**config.mk**
```make
export PLATFORM = sky130hd
export DESIGN_NAME = ram_lsu_bridge
export DESIGN_NICKNAME = d
export VERILOG_FILES = /design/src/rtl/lsu_pkg.sv /design/src/rtl/lsu_align.sv /design/src/rtl/ram_lsu_bridge.sv
export SDC_FILE = /design/constraint.sdc
export NUM_CORES = 1
export LEC_CHECK = 0
export CORE_UTILIZATION = 39
export DETAILED_ROUTE_END_ITERATION = 10
export PLACE_DENSITY = 0.75
export SYNTH_ARGS = -nofsm -noshare
export SYNTH_HDL_FRONTEND = slang
export SYNTH_SLANG_ARGS = --single-unit
```
**constraint.sdc**
```tcl
create_clock -name clk -period 2.73 [get_ports clk]
set_input_delay 0.273 -clock clk [delete_from_list [all_inputs] [get_ports clk]]
set_output_delay 0.273 -clock clk [all_outputs]
set_load 0.1 [all_outputs]
```
**src/rtl/lsu_pkg.sv**
```systemverilog
// lsu_pkg: shared size and state encodings for the RAM load/store bridge
package lsu_pkg;

    localparam logic [1:0] SZ_B = 2'b00;
    localparam logic [1:0] SZ_H = 2'b01;
    localparam logic [1:0] SZ_W = 2'b10;

    typedef enum logic [1:0] {
        IDLE    = 2'd0,
        RD_WAIT = 2'd1,
        RMW     = 2'd2,
        RESP    = 2'd3
    } state_e;

endpackage

```
**src/rtl/lsu_align.sv**
```systemverilog
// lsu_align: lane extraction with sign/zero extension, sub-word store merge and misalignment check
//   word_i     : RAM word being read or merged into
//   lane_i     : byte lane (address bits [1:0])
//   size_i     : access size encoding (SZ_B / SZ_H / SZ_W, 2'b11 illegal)
//   uns_i      : zero-extend loads when 1
//   wdata_i    : right-aligned store data (only the low half-word is ever merged)
//   ldata_o    : extended load result
//   mdata_o    : word_i with the store data merged into the addressed lane
//   misalign_o : illegal size or lane not aligned to the access size
module lsu_align
    import lsu_pkg::*;
(
    input  logic [31:0] word_i,
    input  logic [1:0]  lane_i,
    input  logic [1:0]  size_i,
    input  logic        uns_i,
    input  logic [15:0] wdata_i,
    output logic [31:0] ldata_o,
    output logic [31:0] mdata_o,
    output logic        misalign_o
);

    logic [7:0]  b;
    logic [15:0] h;

    always_comb begin
        b = word_i[{lane_i, 3'b000} +: 8];
        h = word_i[{lane_i[1], 4'b0000} +: 16];
        ldata_o = size_i == SZ_B ? {{24{b[7] & ~uns_i}}, b}
                : size_i == SZ_H ? {{16{h[15] & ~uns_i}}, h}
                : word_i;
        mdata_o = word_i;
        if (size_i == SZ_B)
            mdata_o[{lane_i, 3'b000} +: 8] = wdata_i[7:0];
        else if (size_i == SZ_H)
            mdata_o[{lane_i[1], 4'b0000} +: 16] = wdata_i;
        misalign_o = size_i == 2'b11
                  || (size_i == SZ_H && lane_i[0])
                  || (size_i == SZ_W && lane_i != 2'b00);
    end

endmodule

```
**src/rtl/ram_lsu_bridge.sv**
```systemverilog
// ram_lsu_bridge: RISC-V byte-addressed load/store front end for a word-wide, byte-enable-less RAM
//   clk, rstn          : clock, synchronous active-low reset
//   req_*              : request handshake (valid/ready), store flag, byte address, size, unsigned, store data
//   rsp_*              : one-cycle response pulse with load data and error flag
//   ram_wen/w_addr/w_data : RAM write port
//   ram_ren/r_addr/r_data : RAM read port, data returned one cycle after ram_ren
module ram_lsu_bridge
    import lsu_pkg::*;
#(
    parameter int DW    = 32,
    parameter int AW    = 12,
    parameter int DEPTH = 4096
) (
    input  logic          clk,
    input  logic          rstn,
    input  logic          req_valid,
    output logic          req_ready,
    input  logic          req_we,
    input  logic [31:0]   req_addr,
    input  logic [1:0]    req_size,
    input  logic          req_unsigned,
    input  logic [DW-1:0] req_wdata,
    output logic          rsp_valid,
    output logic [DW-1:0] rsp_rdata,
    output logic          rsp_err,
    output logic          ram_wen,
    output logic [AW-1:0] ram_w_addr,
    output logic [DW-1:0] ram_w_data,
    output logic          ram_ren,
    output logic [AW-1:0] ram_r_addr,
    input  logic [DW-1:0] ram_r_data
);

    state_e        state_q, state_d;
    logic [AW-1:0] idx_q;
    logic [1:0]    lane_q, size_q;
    logic          uns_q;
    logic [15:0]   wdata_q;
    logic          rsp_valid_q, rsp_err_q;
    logic [DW-1:0] rsp_rdata_q;

    logic          idle, accept, misalign, do_sw, do_rd;
    logic [AW-1:0] req_idx;
    logic [1:0]    al_lane, al_size;
    logic [DW-1:0] ldata, mdata;

    // Upper address bits fall away in the mask, so addresses wrap modulo 4*DEPTH.
    assign req_idx = AW'((req_addr >> 2) & (DEPTH - 1));

    assign idle      = state_q == IDLE;
    assign req_ready = idle;
    assign accept    = req_valid && idle;

    // The aligner checks the live request while idle and works on the captured one afterwards.
    assign al_lane = idle ? req_addr[1:0] : lane_q;
    assign al_size = idle ? req_size : size_q;

    lsu_align u_align (
        .word_i     (ram_r_data),
        .lane_i     (al_lane),
        .size_i     (al_size),
        .uns_i      (uns_q),
        .wdata_i    (wdata_q),
        .ldata_o    (ldata),
        .mdata_o    (mdata),
        .misalign_o (misalign)
    );

    assign do_sw = accept && !misalign && req_we && req_size == SZ_W;
    assign do_rd = accept && !misalign && !do_sw;

    always_comb begin
        state_d = state_q;
        if (idle) begin
            if (accept)
                state_d = (misalign || do_sw) ? RESP : req_we ? RMW : RD_WAIT;
        end else begin
            state_d = state_q == RESP ? IDLE : RESP;
        end
    end

    // RAM strobes are gated by rstn so a reset mid-RMW never reaches the array.
    assign ram_wen    = rstn && (do_sw || state_q == RMW);
    assign ram_w_addr = !ram_wen ? '0 : state_q == RMW ? idx_q : req_idx;
    assign ram_w_data = !ram_wen ? '0 : state_q == RMW ? mdata : req_wdata;
    assign ram_ren    = rstn && do_rd;
    assign ram_r_addr = ram_ren ? req_idx : '0;

    always_ff @(posedge clk) begin
        if (!rstn) begin
            state_q     <= IDLE;
            idx_q       <= '0;
            lane_q      <= '0;
            size_q      <= '0;
            uns_q       <= 1'b0;
            wdata_q     <= '0;
            rsp_valid_q <= 1'b0;
            rsp_err_q   <= 1'b0;
            rsp_rdata_q <= '0;
        end else begin
            state_q     <= state_d;
            rsp_valid_q <= state_d == RESP;
            rsp_err_q   <= accept && misalign;
            rsp_rdata_q <= state_q == RD_WAIT ? ldata : '0;
            if (accept) begin
                idx_q   <= req_idx;
                lane_q  <= req_addr[1:0];
                size_q  <= req_size;
                uns_q   <= req_unsigned;
                wdata_q <= req_wdata[15:0];
            end
        end
    end

    assign rsp_valid = rsp_valid_q;
    assign rsp_rdata = rsp_rdata_q;
    assign rsp_err   = rsp_err_q;

endmodule
```
# Yosys cells after proc, flatten, opt, wreduce, memory -nomap -nowiden
# Cells that the tools add are included.
# word_totals
ff_bits	69
out_inout_bits	93
word_cells	66
in_bits	103
# op_classes
reduce_logical	20
n_addsub	2
mux	18
n_shift	6
eq_ne	8
bitwise	3
# op_table
cell	n
$mux W32	6
$bwmux W32	2
$mux W12	3
$shift A16 B7 Y32 const A	1
$shift A8 B7 Y32 const A	1
$shiftx A16 B7 Y32	1
$shiftx A32 B6 Y16	1
$shiftx A32 B6 Y8	1
$shiftx A8 B7 Y32	1
$mux W2	7
$neg A5 Y7	2
$eq A2 B2 Y1 const B	6
$logic_and A1 B1 Y1	10
$eq A2 B1 Y1 const B	2
$logic_not A2 Y1	2
$logic_or A1 B1 Y1	4
$and A1 B1 Y1	2
$logic_not A1 Y1	2
$reduce_and A2 Y1	1
$reduce_bool A2 Y1	1
$not A1 Y1	1

# Depth between registers and ports, before layout
# Gate-level depths: netlist (run 1).
# logic_depth
depth_word	15
mapped_depth	13
mapped_depth_nobuf	8

# Modules after synthesis
# From an unflattened synthesis (run 1), not the netlist that was laid out.
# unflattened
cells_unflattened	526
area_unflattened_um2	4667.0
# modules_own_cells
mod	area_each_um2	cells_each	seq_area_each_um2	instances
ram_lsu_bridge	2935.3	308	1381.3	1
lsu_align	1731.7	218	0.0	1

# Worst setup path after synthesis (run 1)
# No wires, ideal clock.
# synth_path
path_kind	reg2out
startpoint	register state_q[0]
endpoint	output port ram_w_data[24]
n_path_buf	4
path_slack_ps	-2223
t_arrival_ps	4680
required_ps	2457
stages_incl_launch_ff	12
path_cell_list	dfxtp_1 -> buf_6 -> or2_1 -> buf_6 -> mux2_2 -> inv_2 -> buf_6 -> ha_1 -> clkbuf_1 -> nor3b_1 -> a311oi_1 -> a211oi_1
# synth_via
elab_chain_len	13
elab_cells_between_ends	32
cone_classes	add/sub: 2; eq/ne: 4; shift: 4; mux: 8; reduce/logical: 14
# synth_lines
element	line_no	rtl
start, declared	ram_lsu_bridge.sv:34	state_e state_q, state_d;
start signal, assigned	ram_lsu_bridge.sv:101	state_q <= state_d;
branches (longest 12 deep; another with $neg A5 Y7)	--	
$mux W32 (*)	ram_lsu_bridge.sv:85	assign ram_w_data = !ram_wen ? '0 : state_q == RMW ? mdata : req_wdata;
end, declared	ram_lsu_bridge.sv:28	output logic [DW-1:0] ram_w_data,
# Mark *: on every way between the ends.

# Worst setup path after layout (run 1)
# layout_path
startpoint	register state_q[0]
endpoint	output port ram_w_data[29]
# Same word-level chain as after synthesis.

==> flow_summary.ini, run 1 <==
[status]
status = finished with violations
violations = setup timing

[timing]
post-route-period-util_pct = 107
fmax_ghz = 0.342
rsz0062_at_grt = true
fin_setup_tns_ns = -8.02
setup_violations = 58
period_needed_ns = 2.92
layout_setup_ws_ns = -0.195
slew_headroom_pct = 54.8
hold_ws_ns = 0.462
hold_viol_final = 0
tightest_slew_ns = 0.678
report.final.slew_viol_count = 0
finClkSkew_ns = 0.0111

[setup_path]
worstPathArrival_ns = 2.65
end_kind = primary output
cp_data_required_time_ns = 2.46
crit_type = flip-flop to primary output
r2r_start = state_q[0]$_SDFF_PN0_
cp-startpoint = state_q[0]$_SDFF_PN0_
start_kind = flip-flop
crit_fanout = 8

[logic_synthesis]
avgSynthCellArea_um2 = 7.18
ys_seq_area_share_pct = 31.5
synth_seq_cells = 69
async_flop_share_pct = 0
yosysWarnings = 0
syn_area_mm2 = 0.00439
synth_top_flop_cell = dfxtp_1
synth_cell_types = 48
syn-num-nets = 718
synth-edff-count = 0
synthCells = 612

[cells_and_area]
multi_input_area_mm2 = 0.00362
fin_area_mm2 = 0.00827
drive_gt1_share_pct = 36.0
layout.cells.non_filler = 952
regArea_mm2 = 0.00138
fin_nets = 913
final_common_cell = nand2_1
nFillCells = 752
diodes = 0
area_growth_pct = 88.4
layout_common_cells = nand2_1, clkdlybuf4s50_1, buf_4

[job]
drv_cap = 0

[grt]
grt_overflow_total = 0
grt_util_all_layers_pct = 32.6
grt_pass1_vias = 5372
grt_start_max_net_pins = 36
grt_first_pass_wirelength_um = 29100
antenna_found_initial = 0

[floorplan]
ios = 196
die_x_um = 108
core.rowCount = 38
coreArea_mm2 = 0.0109
die_h_um = 108
die_area_mm2 = 0.0117
start_util_pct = 40.3

[detailed_routing]
drt_iter0_drc = 409
post_drt_wl_per_cell_um = 20.5
drtPass1Iterations = 5
via_per_inst = 6.00
ant_nets = 0
drc = 0
drt_wl_total_um = 19500
vias = 5708

[clock_network]
clk_pin_slew_ns = 0.08
ctsHoldBuffers = 0
cts_buffers = 9
clock_path_buffers = 2
clock_sinks = 69
clockRootBuffer = clkbuf_8
cts_tree = done
h-tree-depth = 3
clk_latency_ns = 0.35

[worst_hold_path]
hold_path_class = flip-flop to flip-flop
hp-start = idx_q[2]$_SDFFE_PN0N_

[place]
dp.final_hpwl_um = 14200
dp_cells = 930
place_area_mm2 = 0.00759
place.gp.congestion = 0.923
placement.io_buffers = 177

[pwr]
powerDensity_mw_per_mm2 = 1040
ir_drop_v = 0.000688
leakage_uw = 0.00337
==> Yosys cell counts (5+ instances only) <==
master / n / area, um2
a211oi_1: 9 / 67.6
and2_1: 14 / 87.6
a311oi_1: 8 / 70.1
o21ai_0: 36 / 180
mux2i_1: 24 / 240
and3_1: 10 / 62.6
nor3_1: 21 / 105
o221ai_1: 16 / 140
a221oi_1: 24 / 210
clkbuf_1: 32 / 120
a22oi_1: 8 / 60.1
nor2_1: 36 / 135
a21oi_1: 52 / 260
dfxtp_1: 69 / 1380
nand2_1: 154 / 578
buf_1: 5 / 18.8
nand3_1: 10 / 50.1
inv_1: 15 / 56.3
o22ai_1: 14 / 87.6
a22o_1: 7 / 61.3
buf_2: 6 / 30.0
==> per-layer routing <==
| metal | vias up | global-route usage (%) | part of all wire (%) |
|---|---|---|---|
| met4 | 0 | 13.9 | 4.3 |
| li1 | 2603 | - | - |
| met2 | 357 | 54.2 | 46 |
| met5 | - | 0 | 0 |
| met3 | 62 | 7.05 | 11 |
| met1 | 2686 | 40.6 | 39 |
==> kinds of logic after synthesis <==
| kind of cell | Yosys count | synth area share, % |
|---|---|---|
| fa+ha+maj | 3 | 0.855 |
| buf+inv | 65 | 6.41 |
| mux | 30 | 7.52 |
| simple gates | 259 | 25.4 |
| flops | 69 | 31.5 |
| compound gates | 186 | 28.4 |
==> stage by stage <==
stage | utilization (%) | power [uW] | worst slack, ns
finish | 76.0 | 8600 | -0.195
global route | 76.0 | 8930 | -0.293
CTS | 75.7 | 8510 | -0.199
detailed placement | 69.8 | 7210 | -0.141
global placement | 69.8 | 7110 | -0.136
floorplan | - | 5480 | -0.538
==> layout make-up <==
class                           instances  area share, %
Inverter                               18          0.998
Clock buffer                            9           1.50
Clock inverter                          7           1.19
Tap cell                              140           2.12
Timing Repair Buffer                  231           33.7
Sequential cell                        69           16.7
Multi-Input combinational cell        478           43.7
==> repair_timing <==
item                                    CTS  global route
gates resized for setup                  77            10
pin swaps                                18             5
gates cloned                              3             0
setup buffers                             4             0
endpoints found under the setup margin   58            58
==> worst max-delay path, cell delays in order (launching register included) <==
cell and delay [ns]:
dfxtp_2 0.33, or2_4 0.27, mux2_4 0.35, ha_1 0.35, nor3b_4 0.21, buf_6 0.19
a311oi_2 0.15, a211oi_4 0.25, buf_12 0.21
==> flip-flops by register name (all words and copies together), names as in the netlist <==
| name | flops |
|---|---|
| wdata_q | 16 |
| lane_q | 2 |
| rsp_valid | 1 |
| rsp_err | 1 |
| rsp_rdata | 32 |
| size_q | 2 |
| uns_q | 1 |
| state_q | 2 |
| idx_q | 12 |
==> worst paths after layout <==
check / end / slack, ns / depth (start not counted)
setup / recovery: ram_w_data[29] / -0.19 / 8
hold / removal: idx_q[2]$_SDFFE_PN0N_ / 0.46 / 2
setup reg to reg: rsp_rdata[18]$_SDFF_PN0_ / 0.26 / 9
hold reg to reg: idx_q[2]$_SDFFE_PN0N_ / 0.46 / 2
==> power breakdown <==
part	total (uW)	internal [uW]	switching, uW
logic	6280	2130	4150
registers	1360	1190	169
clock network	964	519	445
(Power assumes the default switching activity.)
==> run 2: changes to the inputs <==
--- a/config.mk
+++ b/config.mk
@@ -8,6 +8,7 @@
 export CORE_UTILIZATION = 39
 export DETAILED_ROUTE_END_ITERATION = 10
 export PLACE_DENSITY = 0.75
+export SKIP_LAST_GASP = 1
 export SYNTH_ARGS = -nofsm -noshare
 export SYNTH_HDL_FRONTEND = slang
 export SYNTH_SLANG_ARGS = --single-unit
==> run 2 against run 1 <==
Against the previous run:
- register-to-register slack about the same
- critical path type unchanged
- the run still ends with setup timing left
- first-iteration DRC count increased by 18%
- count of clock-buffer cells in the layout unchanged
- via count increased by 0.11%
==> flow_summary.ini, run 2 (synthesized netlist as in run 1, its figures left out) <==
[pwr]
ir_drop_v = 0.000687
power_uw = 8600
p_sw_share_pct = 55.4
powerDensity_mw_per_mm2 = 1040
seqPwrFrac_pct = 15.8
leakage_uw = 0.00336
p_sw_uw = 4760
combPwrFrac_pct = 73.0
power.internal_uw = 3830
clkPwrFrac_pct = 11.2

[detailed_routing]
drt_iter0_drc = 481
drtPass1Iterations = 6
drc = 0
via_per_inst = 6.00
ant_nets = 0
drt_wl_total_um = 19500
post_drt_wl_per_cell_um = 20.4
vias = 5714

[timing]
setup_violations = 58
layout_setup_ws_ns = -0.200
report.final.slew_viol_count = 0
hold_viol_final = 0
fin_setup_tns_ns = -8.15
fmax_ghz = 0.341
period_needed_ns = 2.93
finClkSkew_ns = 0.0118
rsz0062_at_grt = true
slew_headroom_pct = 53.4
tightest_slew_ns = 0.699
post-route-period-util_pct = 107
hold_ws_ns = 0.462

[setup_path]
worstPathArrival_ns = 2.66
crit_fanout = 6
start_kind = flip-flop
ff2ff_setup_slack_ns = 0.27
end_kind = primary output
reg2reg_depth = 9
r2r_start = state_q[0]$_SDFF_PN0_
crit_type = flip-flop to primary output
r2r_end = rsp_rdata[18]$_SDFF_PN0_
cp_data_required_time_ns = 2.46

[cells_and_area]
layout.cells.non_filler = 952
drive_gt1_share_pct = 36.0
fin_nets = 913
layout_common_cells = nand2_1, clkdlybuf4s50_1, buf_4
multi_input_area_mm2 = 0.00361
area_growth_pct = 88.2
final_common_cell = nand2_1
diodes = 0
fin_area_mm2 = 0.00827
largest_register_ffs = 32
nFillCells = 754
regArea_mm2 = 0.00138

[floorplan]
coreArea_mm2 = 0.0109
ios = 196
die_x_um = 108
die_area_mm2 = 0.0117
core.rowCount = 38
start_util_pct = 40.3
die_h_um = 108

[clock_network]
ctsHoldBuffers = 0
cts_tree = done
clk_pin_slew_ns = 0.08
h-tree-depth = 3
clock_sinks = 69
clk_latency_ns = 0.35
cts_buffers = 9
clock_path_buffers = 2
clockRootBuffer = clkbuf_8

[worst_hold_path]
hold_end = idx_q[2]$_SDFFE_PN0N_
hold_path_class = flip-flop to flip-flop
hp-start = idx_q[2]$_SDFFE_PN0N_
hold_depth = 2

[status]
status = finished with violations
violations = setup timing

[place]
dp.final_hpwl_um = 14200
dp_cells = 930
placement.io_buffers = 177
place_area_mm2 = 0.00759
place.gp.congestion = 0.923

[grt]
grt_first_pass_wirelength_um = 29100
antenna_found_initial = 0
grt_overflow_total = 0
grt_pass1_vias = 5369
grt_start_max_net_pins = 36
grt_util_all_layers_pct = 32.6

[job]
drv_cap = 0
run 2: layout make-up:
cell class	instances	area share, %
Tap cell	140	2.12
Sequential cell	69	16.7
Timing Repair Buffer	231	33.7
Multi-Input combinational cell	478	43.7
Clock inverter	7	1.20
Inverter	18	0.999
Clock buffer	9	1.50
run 2: worst max path at each step:
stage                          startpoint              to  slack [ns]  depth (start not counted)
CTS                 state_q[0]$_SDFF_PN0_  ram_w_data[15]       -0.20                         12
floorplan           state_q[1]$_SDFF_PN0_  ram_w_data[24]       -0.54                         12
global placement              req_addr[0]   ram_w_data[9]       -0.14                          9
global route        state_q[0]$_SDFF_PN0_  ram_w_data[15]       -0.29                         12
detailed placement            req_addr[0]   ram_w_data[9]       -0.14                          9
finish              state_q[0]$_SDFF_PN0_  ram_w_data[15]       -0.20                         12
run 2: what timing repair did:
action,4_1_cts,5_1_grt
buffers inserted,4,0
resized for setup,75,10
hold endpoints to repair,0,0
gates cloned,3,0
endpoints found under the setup margin,58,58
pin swaps,17,5
run 2: through the flow:
step / setup WS, ns / utilization (%)
after floorplan: -0.538 / -
after global placement: -0.136 / 69.8
after detailed placement: -0.141 / 69.8
after CTS: -0.199 / 75.6
after global routing: -0.293 / 75.9
final: -0.200 / 75.9
run 2: power groups by stage:
stage	registers [uW]	clock network, uW	logic [uW]
detailed placement	1350	0	5860
global placement	1350	0	5760
CTS	1350	968	6190
finish	1360	966	6270
global route	1370	1020	6530
floorplan	1900	0	3580
run 2: worst max-delay path, cell delays in order, from the launching register on:
cell      delay [ns]
dfxtp_2         0.33
or2_4           0.27
mux2_4          0.35
inv_8           0.06
ha_4            0.13
o211ai_1        0.12
buf_4           0.18
a311oi_4        0.22
buf_6           0.16
buf_12          0.14
nand2_4         0.07
o21ai_4         0.08
buf_12          0.20
run 2: metal layers:
layer / vias up / part of all wire (%) / GRT usage (%)
li1: 2603 / - / -
met2: 384 / 47 / 54.2
met3: 62 / 10 / 7.05
met1: 2665 / 39 / 40.5
met5: - / 0 / 0
met4: 0 / 3.8 / 13.9
